**src/rtl/piece_placer_if.sv**
```systemverilog
// Handshake and row-RAM bundle for piece_placer.
// full_rows exists only when PLACER_FULL_ROWS_EN is defined.
interface piece_placer_if #(
  parameter int unsigned ROW_W = 10
);
  logic             start;
  logic             commit;
  logic [15:0]      matrix;
  logic [5:0]       pos_x;
  logic [5:0]       pos_y;
  logic             busy;
  logic             done;
  logic             collide;
  logic             rd_en;
  logic [4:0]       rd_addr;
  logic [ROW_W-1:0] rd_data;
  logic             wr_en;
  logic [4:0]       wr_addr;
  logic [ROW_W-1:0] wr_data;
`ifdef PLACER_FULL_ROWS_EN
  logic [3:0]       full_rows;

  modport master (
    output start, commit, matrix, pos_x, pos_y, rd_data,
    input  busy, done, collide, rd_en, rd_addr, wr_en, wr_addr, wr_data, full_rows
  );
  modport slave (
    input  start, commit, matrix, pos_x, pos_y, rd_data,
    output busy, done, collide, rd_en, rd_addr, wr_en, wr_addr, wr_data, full_rows
  );
`else
  modport master (
    output start, commit, matrix, pos_x, pos_y, rd_data,
    input  busy, done, collide, rd_en, rd_addr, wr_en, wr_addr, wr_data
  );
  modport slave (
    input  start, commit, matrix, pos_x, pos_y, rd_data,
    output busy, done, collide, rd_en, rd_addr, wr_en, wr_addr, wr_data
  );
`endif
endinterface

```
**src/rtl/piece_placer.sv**
```systemverilog
// Walks a 4x4 piece against the playfield row RAM, reports collision and
// optionally merges the piece into the board. Fixed latency: 8 check cycles,
// plus 4 write cycles on a clear commit.
// Optional feature macro: PLACER_FULL_ROWS_EN (reports rows filled by a commit).
module piece_placer #(
  parameter int unsigned ROW_W = 10,
  parameter int unsigned ROWS  = 20
) (
  input logic            clk,
  input logic            reset,
  piece_placer_if.slave  if_placer
);

  localparam logic [2:0] S_IDLE  = 3'd0;
  localparam logic [2:0] S_ADDR  = 3'd1;
  localparam logic [2:0] S_CMP   = 3'd2;
  localparam logic [2:0] S_WRITE = 3'd3;
  localparam logic [2:0] S_DONE  = 3'd4;

  logic [2:0]       r_state;
  logic [1:0]       r_row;
  logic             r_commit;
  logic [15:0]      r_mat;
  logic [5:0]       r_x;
  logic [5:0]       r_y;
  logic             r_collide;
  logic [3:0]       r_rd;
  logic [ROW_W-1:0] r_buf [4];
`ifdef PLACER_FULL_ROWS_EN
  logic [3:0]       r_full;
`endif

  logic [3:0]       w_nib;
  logic [3:0]       w_rev;
  logic [5:0]       w_ry;
  logic [5:0]       w_sh;
  logic [ROW_W+7:0] w_ext;
  logic [ROW_W-1:0] w_mask;
  logic             w_wall;
  logic             w_above;
  logic             w_floor;
  logic             w_nonempty;
  logic             w_read;
  logic             w_hit;
  logic             w_collide_d;
  logic             w_wr;

  // Geometry of the current row: board row, shifted cell mask, wall/floor hits
  always_comb begin
    unique case (r_row)
      2'd0:    w_nib = r_mat[15:12];
      2'd1:    w_nib = r_mat[11:8];
      2'd2:    w_nib = r_mat[7:4];
      default: w_nib = r_mat[3:0];
    endcase
    // Nibble MSB is column offset 0, board bit j is column j
    w_rev      = {w_nib[0], w_nib[1], w_nib[2], w_nib[3]};
    w_ry       = r_y + {4'd0, r_row};
    // Bias by 3 so x = -3 maps to a non-negative shift; bits landing below
    // bit 3 or above the board width are off the left/right wall.
    w_sh       = r_x + 6'd3;
    w_ext      = {{(ROW_W + 4){1'b0}}, w_rev} << w_sh;
    w_mask     = w_ext[ROW_W+2:3];
    w_wall     = (|w_ext[2:0]) | (|w_ext[ROW_W+7:ROW_W+3]);
    w_above    = w_ry[5];
    w_floor    = !w_above && (w_ry >= 6'(ROWS));
    w_nonempty = |w_nib;
    w_read     = w_nonempty && !w_above && !w_floor;
    w_hit      = w_nonempty && !w_above &&
                 (w_floor || w_wall || (w_read && |(w_mask & if_placer.rd_data)));
    w_collide_d = r_collide | w_hit;
    w_wr       = (r_state == S_WRITE) && r_rd[r_row];
  end

  // Sequencer: latch request, walk ADDR/CMP per row, optional WRITE pass
  always_ff @(posedge clk) begin
    if (reset) begin
      r_state   <= S_IDLE;
      r_row     <= 2'd0;
      r_commit  <= 1'b0;
      r_mat     <= 16'd0;
      r_x       <= 6'd0;
      r_y       <= 6'd0;
      r_collide <= 1'b0;
      r_rd      <= 4'd0;
      for (int i = 0; i < 4; i++) r_buf[i] <= '0;
    end else begin
      unique case (r_state)
        S_IDLE: begin
          if (if_placer.start) begin
            r_state   <= S_ADDR;
            r_row     <= 2'd0;
            r_commit  <= if_placer.commit;
            r_mat     <= if_placer.matrix;
            r_x       <= if_placer.pos_x;
            r_y       <= if_placer.pos_y;
            r_collide <= 1'b0;
            r_rd      <= 4'd0;
          end
        end
        S_ADDR: r_state <= S_CMP;
        S_CMP: begin
          r_collide <= w_collide_d;
          if (w_read) begin
            r_buf[r_row] <= if_placer.rd_data;
            r_rd[r_row]  <= 1'b1;
          end
          if (r_row == 2'd3) begin
            r_row   <= 2'd0;
            r_state <= (r_commit && !w_collide_d) ? S_WRITE : S_DONE;
          end else begin
            r_row   <= r_row + 2'd1;
            r_state <= S_ADDR;
          end
        end
        S_WRITE: begin
          if (r_row == 2'd3) r_state <= S_DONE;
          r_row <= r_row + 2'd1;
        end
        S_DONE:  r_state <= S_IDLE;
        default: r_state <= S_IDLE;
      endcase
    end
  end

`ifdef PLACER_FULL_ROWS_EN
  // Record rows that become all ones during the write pass
  always_ff @(posedge clk) begin
    if (reset) begin
      r_full <= 4'd0;
    end else if (r_state == S_IDLE && if_placer.start) begin
      r_full <= 4'd0;
    end else if (w_wr && (&(r_buf[r_row] | w_mask))) begin
      r_full[r_row] <= 1'b1;
    end
  end
`endif

  // Output decode; addresses and data are zero whenever their strobe is low
  always_comb begin
    if_placer.busy    = (r_state != S_IDLE);
    if_placer.done    = (r_state == S_DONE);
    if_placer.collide = r_collide;
    if_placer.rd_en   = (r_state == S_ADDR) && w_read;
    if_placer.rd_addr = if_placer.rd_en ? w_ry[4:0] : 5'd0;
    if_placer.wr_en   = w_wr;
    if_placer.wr_addr = w_wr ? w_ry[4:0] : 5'd0;
    if_placer.wr_data = w_wr ? (r_buf[r_row] | w_mask) : '0;
`ifdef PLACER_FULL_ROWS_EN
    if_placer.full_rows = (r_state == S_DONE || r_state == S_IDLE) ? r_full : 4'd0;
`endif
  end

endmodule

```
**src/flat_wrapper.sv**
```systemverilog
// flat-port wrapper written by rule: the top's interface ports become plain ports
module piece_placer_flat 
#(
  parameter int unsigned ROW_W = 10,
  parameter int unsigned ROWS  = 20
)
  (clk, reset, if_placer_start, if_placer_commit, if_placer_matrix, if_placer_pos_x, if_placer_pos_y, if_placer_rd_data, if_placer_busy, if_placer_done, if_placer_collide, if_placer_rd_en, if_placer_rd_addr, if_placer_wr_en, if_placer_wr_addr, if_placer_wr_data);
  piece_placer_if #(.ROW_W(ROW_W)) if_placer_i ();
  input logic clk;
  input logic reset;
  input wire logic [$bits(if_placer_i.start)-1:0] if_placer_start;
  input wire logic [$bits(if_placer_i.commit)-1:0] if_placer_commit;
  input wire logic [$bits(if_placer_i.matrix)-1:0] if_placer_matrix;
  input wire logic [$bits(if_placer_i.pos_x)-1:0] if_placer_pos_x;
  input wire logic [$bits(if_placer_i.pos_y)-1:0] if_placer_pos_y;
  input wire logic [$bits(if_placer_i.rd_data)-1:0] if_placer_rd_data;
  output wire logic [$bits(if_placer_i.busy)-1:0] if_placer_busy;
  output wire logic [$bits(if_placer_i.done)-1:0] if_placer_done;
  output wire logic [$bits(if_placer_i.collide)-1:0] if_placer_collide;
  output wire logic [$bits(if_placer_i.rd_en)-1:0] if_placer_rd_en;
  output wire logic [$bits(if_placer_i.rd_addr)-1:0] if_placer_rd_addr;
  output wire logic [$bits(if_placer_i.wr_en)-1:0] if_placer_wr_en;
  output wire logic [$bits(if_placer_i.wr_addr)-1:0] if_placer_wr_addr;
  output wire logic [$bits(if_placer_i.wr_data)-1:0] if_placer_wr_data;
  assign if_placer_i.start = if_placer_start;
  assign if_placer_i.commit = if_placer_commit;
  assign if_placer_i.matrix = if_placer_matrix;
  assign if_placer_i.pos_x = if_placer_pos_x;
  assign if_placer_i.pos_y = if_placer_pos_y;
  assign if_placer_i.rd_data = if_placer_rd_data;
  assign if_placer_busy = if_placer_i.busy;
  assign if_placer_done = if_placer_i.done;
  assign if_placer_collide = if_placer_i.collide;
  assign if_placer_rd_en = if_placer_i.rd_en;
  assign if_placer_rd_addr = if_placer_i.rd_addr;
  assign if_placer_wr_en = if_placer_i.wr_en;
  assign if_placer_wr_addr = if_placer_i.wr_addr;
  assign if_placer_wr_data = if_placer_i.wr_data;
  piece_placer #(.ROW_W(ROW_W), .ROWS(ROWS)) u_core (.clk(clk), .reset(reset), .if_placer(if_placer_i));
endmodule
```
**config.mk**
```make
export PLATFORM = sky130hd
export DESIGN_NAME = piece_placer_flat
export DESIGN_NICKNAME = d
export VERILOG_FILES = /design/src/rtl/piece_placer_if.sv /design/src/rtl/piece_placer.sv /design/src/flat_wrapper.sv
export SDC_FILE = /design/constraint.sdc
export NUM_CORES = 1
export LEC_CHECK = 0
export ABC_AREA = 1
export BUFFER_PORTS_ARGS = -buffer_cell sky130_fd_sc_hd__buf_2
export CORE_ASPECT_RATIO = 0.9
export CORE_MARGIN = 3
export CORE_UTILIZATION = 52
export DETAILED_ROUTE_END_ITERATION = 10
export PLACE_DENSITY = 0.76
export SLEW_MARGIN = 20
export SYNTH_ARGS = -nofsm -noshare
export SYNTH_HDL_FRONTEND = slang
export SYNTH_SLANG_ARGS = --single-unit
```
**constraint.sdc**
```tcl
create_clock -name clk -period 3.4 [get_ports clk]
set_input_delay 0.34 -clock clk [delete_from_list [all_inputs] [get_ports clk]]
set_output_delay 0.34 -clock clk [all_outputs]
set_load 0.01 [all_outputs]
```
# Word level (Yosys, flattened, before mapping)

Memories as Yosys holds them, arrays and structs flattened. A register that Yosys moved wholly into a read port is not among the register bits.
Index checks and enable logic that the tools add are counted.
W data, S select, Z words.

Bitwise logic cells: 5
Equal/unequal tests: 10
Shift-type cells: 1
Muxes and demuxes: 32
Reduce and logical (&&, ||, !) cells: 29
Magnitude comparators: 3
Add/sub/neg operators: 3

Operator list:

| operator              | number |
|---|---|
| $mux W10              | 2 |
| $reduce_or A10 Y1     | 2 |
| $shl A4 B6 Y18        | 1 |
| $mux W3               | 4 |
| $pmux W3 S4           | 1 |
| $pmux W4 S3           | 1 |
| $and A10 B10 Y10      | 1 |
| $mux W1               | 10 |
| $mux W2               | 5 |
| $mux W5               | 2 |
| $or A10 B10 Y10       | 1 |
| $logic_and A1 B1 Y1   | 9 |
| $mux W4               | 2 |
| $pmux W4 S2           | 1 |
| $reduce_and A2 Y1     | 4 |
| $add A6 B2 Y6         | 1 |
| $add A6 B2 Y6 const B | 1 |
| $eq A3 B2 Y1 const B  | 2 |
| $ge A6 B5 Y1 const B  | 1 |
| $pmux W2 S3           | 1 |
| $reduce_bool A3 Y1    | 2 |
| $reduce_or A5 Y1      | 1 |
| $eq A2 B2 Y1 const B  | 2 |
| $ne A2 B2 Y1 const B  | 2 |
| 20 further kinds      | 24 |

Logic and storage cells: 92
Output and inout port bits: 25
Memories: 1
Input bits: 42
Register bits: 39
RAM bits: 40

Memories:

| memory       | depth | width | read ports | clocked after memory_dff | wr ports | line               | source |
|---|---|---|---|---|---|---|---|
| u_core.r_buf | 4     | 10    | 1          | 1                        | 4        | piece_placer.sv:28 | `logic [ROW_W-1:0] r_buf [4];` |

# Logic depth before layout (Yosys ltp)

Depth after elaboration: 14
Depth in mapped cells: 25
Gate-level depth less buffers: 25

# Worst setup path before layout

OpenSTA, ideal clock, no wires.

Path kind: flip-flop to flip-flop
Start point: register u_core.r_row[0]
End point: memory u_core.r_buf[3][0], enable pin
Path buffers: 0
Period minus slack after synthesis: 3001 ps
Arrival time: 2611 ps
Stages on the path, launching flop included: 13
Required time: 3009 ps
Path slack: 399 ps
Library setup time: 391 ps
Cells stage by stage: dfxtp_1 ha_1 inv_1 fa_1 nor2_1 nand2_1 xor2_1 a21oi_1 nand2_1 nand2_1 nor3_1 inv_2 o21ai_0

RTL lines:

| item                   | line                | source |
|---|---|---|
| start, declared        | piece_placer.sv:21  | `logic [1:0] r_row;` |
| start signal, assigned | piece_placer.sv:112 | `r_row <= r_row + 2'd1;` |
| start signal, assigned | piece_placer.sv:118 | `r_row <= r_row + 2'd1;` |
| end, declared          | piece_placer.sv:28  |  |

# Worst setup path in the final report

Start point: register u_core.r_row[0]
End point: output port if_placer_rd_addr[0]

Longest elaborated chain between the ends: 7
Elaborated cells on any way between the ends: 14
Classes of those cells: add/sub: 1; order compare: 1; eq/ne: 2; mux: 2; reduce/logical: 8

RTL lines:

| item                                                    | line                                   | source |
|---|---|---|
| $add A6 B2 Y6 (tied with other cells)                   | piece_placer.sv:58                     | `w_ry = r_y + {4'd0, r_row};` |
| $ge A6 B5 Y1 (tied with other cells)                    | piece_placer.sv:66                     | `w_floor = !w_above && (w_ry >= 6'(ROWS));` |
| $logic_and A1 B1 Y1 or $reduce_or A4 Y1 (tied branches) | piece_placer.sv:66, piece_placer.sv:67 |  |
| $logic_not A1 Y1 or $logic_and A1 B1 Y1 (tied branches) | piece_placer.sv:68                     | `w_read = w_nonempty && !w_above && !w_floor;` |
| $logic_and A1 B1 Y1                                     | piece_placer.sv:68                     |  |
| $logic_and A1 B1 Y1                                     | piece_placer.sv:144                    | `if_placer.rd_en = (r_state == S_ADDR) && w_read;` |
| $mux W5 *                                               | piece_placer.sv:145                    | `if_placer.rd_addr = if_placer.rd_en ? w_ry[4:0] : 5'd0;` |
| end, declared                                           | flat_wrapper.sv:21                     | `output wire logic [$bits(if_placer_i.rd_addr)-1:0] if_placer_rd_addr;` |

Mark *: on every way between the ends. The rest lies on a longest branch, timed or not.

==> out/qor.yml <==
finalHoldViolations: 0
p_leak_uw: 0.002188
cp-end-kind: "output port"
firstDrtPassIters: 5
synth-edff-count: 40
synth_ff_type: "dfxtp_1"
drv_slew: 0
clkLatencyLatePin_ps: 360
postLayoutCellArea_mm2: 0.004927
gp_congestion: 0.9423
synth_common_cells: "nand2_1, nor2_1, inv_1"
critPathRequiredTime_ps: 3060
max_freq_ghz: 0.3210
die_y_um: 92.05
crit_type: "register to output port"
synthesis.area_mm2: 0.004278
multi_input_area_mm2: 0.001928
netlist.area_leader.share_pct: 28.08
numPortBuffers: 66
syn_inst: 573
cts_tree: "built"
finalSetupViolations: 0
synthArstFlopShare_pct: 0
clk_pin_slew_ps: 90
drt-wirelength-per-cell_um: 15.65
grt.total_usage_pct: 25.65
status: "completed"
die_w_um: 101.6
tns_ps: 0
clock_sinks: 81
placed_area_mm2: 0.004679
arrival_ps: 2780
syn_avg_cell_area_um2: 7.466
yosysSeqAreaShare_pct: 47.27
totalWireLength_um: 11490
antenna_left: 0
power.density_mw_per_mm2: 510.2
dr.first_iter.drc_count: 379
clock_skew_ps: 9.621
maxCapViolations: 0
start_util_pct: 55.06
vias_per_cell: 5.533
synth_area_leaders: "edfxtp_1, dfxtp_1, nand2_1"
diodes: 0
antenna_found_initial: 0
syn_to_final_growth_pct: 15.18
dp_hpwl_um: 8617
final_nets: 683
worstSetupStartpointType: "register"
cts_buffers: 9
fp.coreArea_mm2: 0.007770
hold_class: "input port to register"
synth_largest_area_cell: "edfxtp_1"
overflow: 0
syn_nets: 623
synth_seq_cells: 81
rows: 30
period_share_pct: 91.62
fill_cells: 748
die_area_mm2: 0.009352
ir_drop_mv: 0.3098
htreeDepth: 3
cts_setup_buffers: 0
io_pins: 67
synth_warnings: 0
relSlewSlack_pct: 56.22
vias: 4061
grt_max_degree: 43
period_needed_ps: 3115
crit_fanout: 10
cts_buffer_depth: 2
post_cts_resized: 0
grt_pass1_vias: 3856
grt_pass1_wl_um: 18600
yosysMostFrequentCell: "nand2_1"
drive_gt1_share_pct: 17.71
root_buffer: "clkbuf_8"
hold_buffers: 0
drcViolationCount: 0
layout.area.seq_mm2: 0.002027
max_slew.worst_pin.slew_ps: 656.0
synth_cell_types: 34
[cells in the final DEF (no fill, tap or decap), types with 9 or more instances in the layout]
cell      synthesis  layout
a21oi_1          47      47
buf_2             3      66
clkbuf_8          0       9
dfxtp_1          41      39
edfxtp_1         40      40
inv_1            54      54
nand2_1         113     111
nand3_1          41      41
nand4_1          11      11
nor2_1          110     109
o21ai_0          39      39
[report_power, final]
| group | switching [uW] | leakage [uW] | total, uW | internal [uW] |
|---|---|---|---|---|
| clock network | 379 | 0.000114 | 802 | 423 |
| logic | 391 | 0.00132 | 571 | 180 |
| registers | 49.6 | 0.000750 | 1140 | 1090 |
[layer usage]
| layer | GRT usage (%) | wire length (um) | vias up | share of wire [%] |
|---|---|---|---|---|
| met1 | 37.23 | 5122 | 1875 | 45 |
| met2 | 37.85 | 4997 | 182 | 44 |
| met4 | 5.205 | 99 | 0 | 0.86 |
| met5 | 0 | 0 | - | 0 |
| li1 | - | - | 1993 | - |
| met3 | 7.833 | 1265 | 11 | 11 |
[cells by family after synthesis]
family / share of synthesized area (%)
xor+xnor: 1.404
buf+inv: 8.072
flops: 47.27
simple gates: 27.84
compound gates: 12.90
fa+ha+maj: 2.515
[state kept, by name, summed over array words and instances (netlist names), named ones only]
name	count
u_core.r_y	6
u_core.r_mat	16
u_core.r_state	3
u_core.r_x	6
u_core.r_row	2
u_core.if_placer.collide	1
u_core.r_buf	40
u_core.r_commit	1
u_core.r_rd	4
[layout make-up]
| class | instances | share of cell area (%) |
|---|---|---|
| Tap cell | 96 | 2.438 |
| Clock inverter | 7 | 2.057 |
| Inverter | 63 | 4.799 |
| Timing Repair Buffer | 74 | 7.923 |
| Multi-Input combinational cell | 404 | 39.13 |
| Sequential cell | 81 | 41.14 |
| Clock buffer | 9 | 2.514 |
[worst max-delay path, cell delays in order (launching register included)]
cell	delay, ps
dfxtp_4	410
ha_1	180
inv_1	50
fa_1	400
nor2_1	120
nand2_1	60
xor2_1	210
a21oi_1	70
nand2_1	100
nand2_1	120
nor2_2	190
inv_1	140
nor2_1	210
buf_2	170
[worst paths after layout]
kind / endpoint / from / slack, ps / cells after the start
setup / recovery: if_placer_rd_addr[0] / u_core.r_row[0] / 280 / 13
hold / removal: u_core.r_mat[11] / if_placer_matrix[11] / 240 / 3
hold reg to reg: u_core.r_rd[0] / u_core.r_rd[0] / 460 / 2
setup reg to reg: u_core.r_buf[0][9] / u_core.r_row[0] / 340 / 16
[metrics by stage]
stage               cells  power (uW)  hold WS [ps]  utilization, %  worst slack [ps]
global route          734        2652         229.0           63.41            -5.629
finish                734        2514         235.9           63.41             284.9
floorplan             573        1558         426.8               -             398.6
CTS                   734        2504         233.8           63.12             48.23
detailed placement    718        1717         441.6           60.23             81.54
global placement      718        1706         440.9           60.23             222.9
No activity file was read; power rests on OpenSTA's default activity.
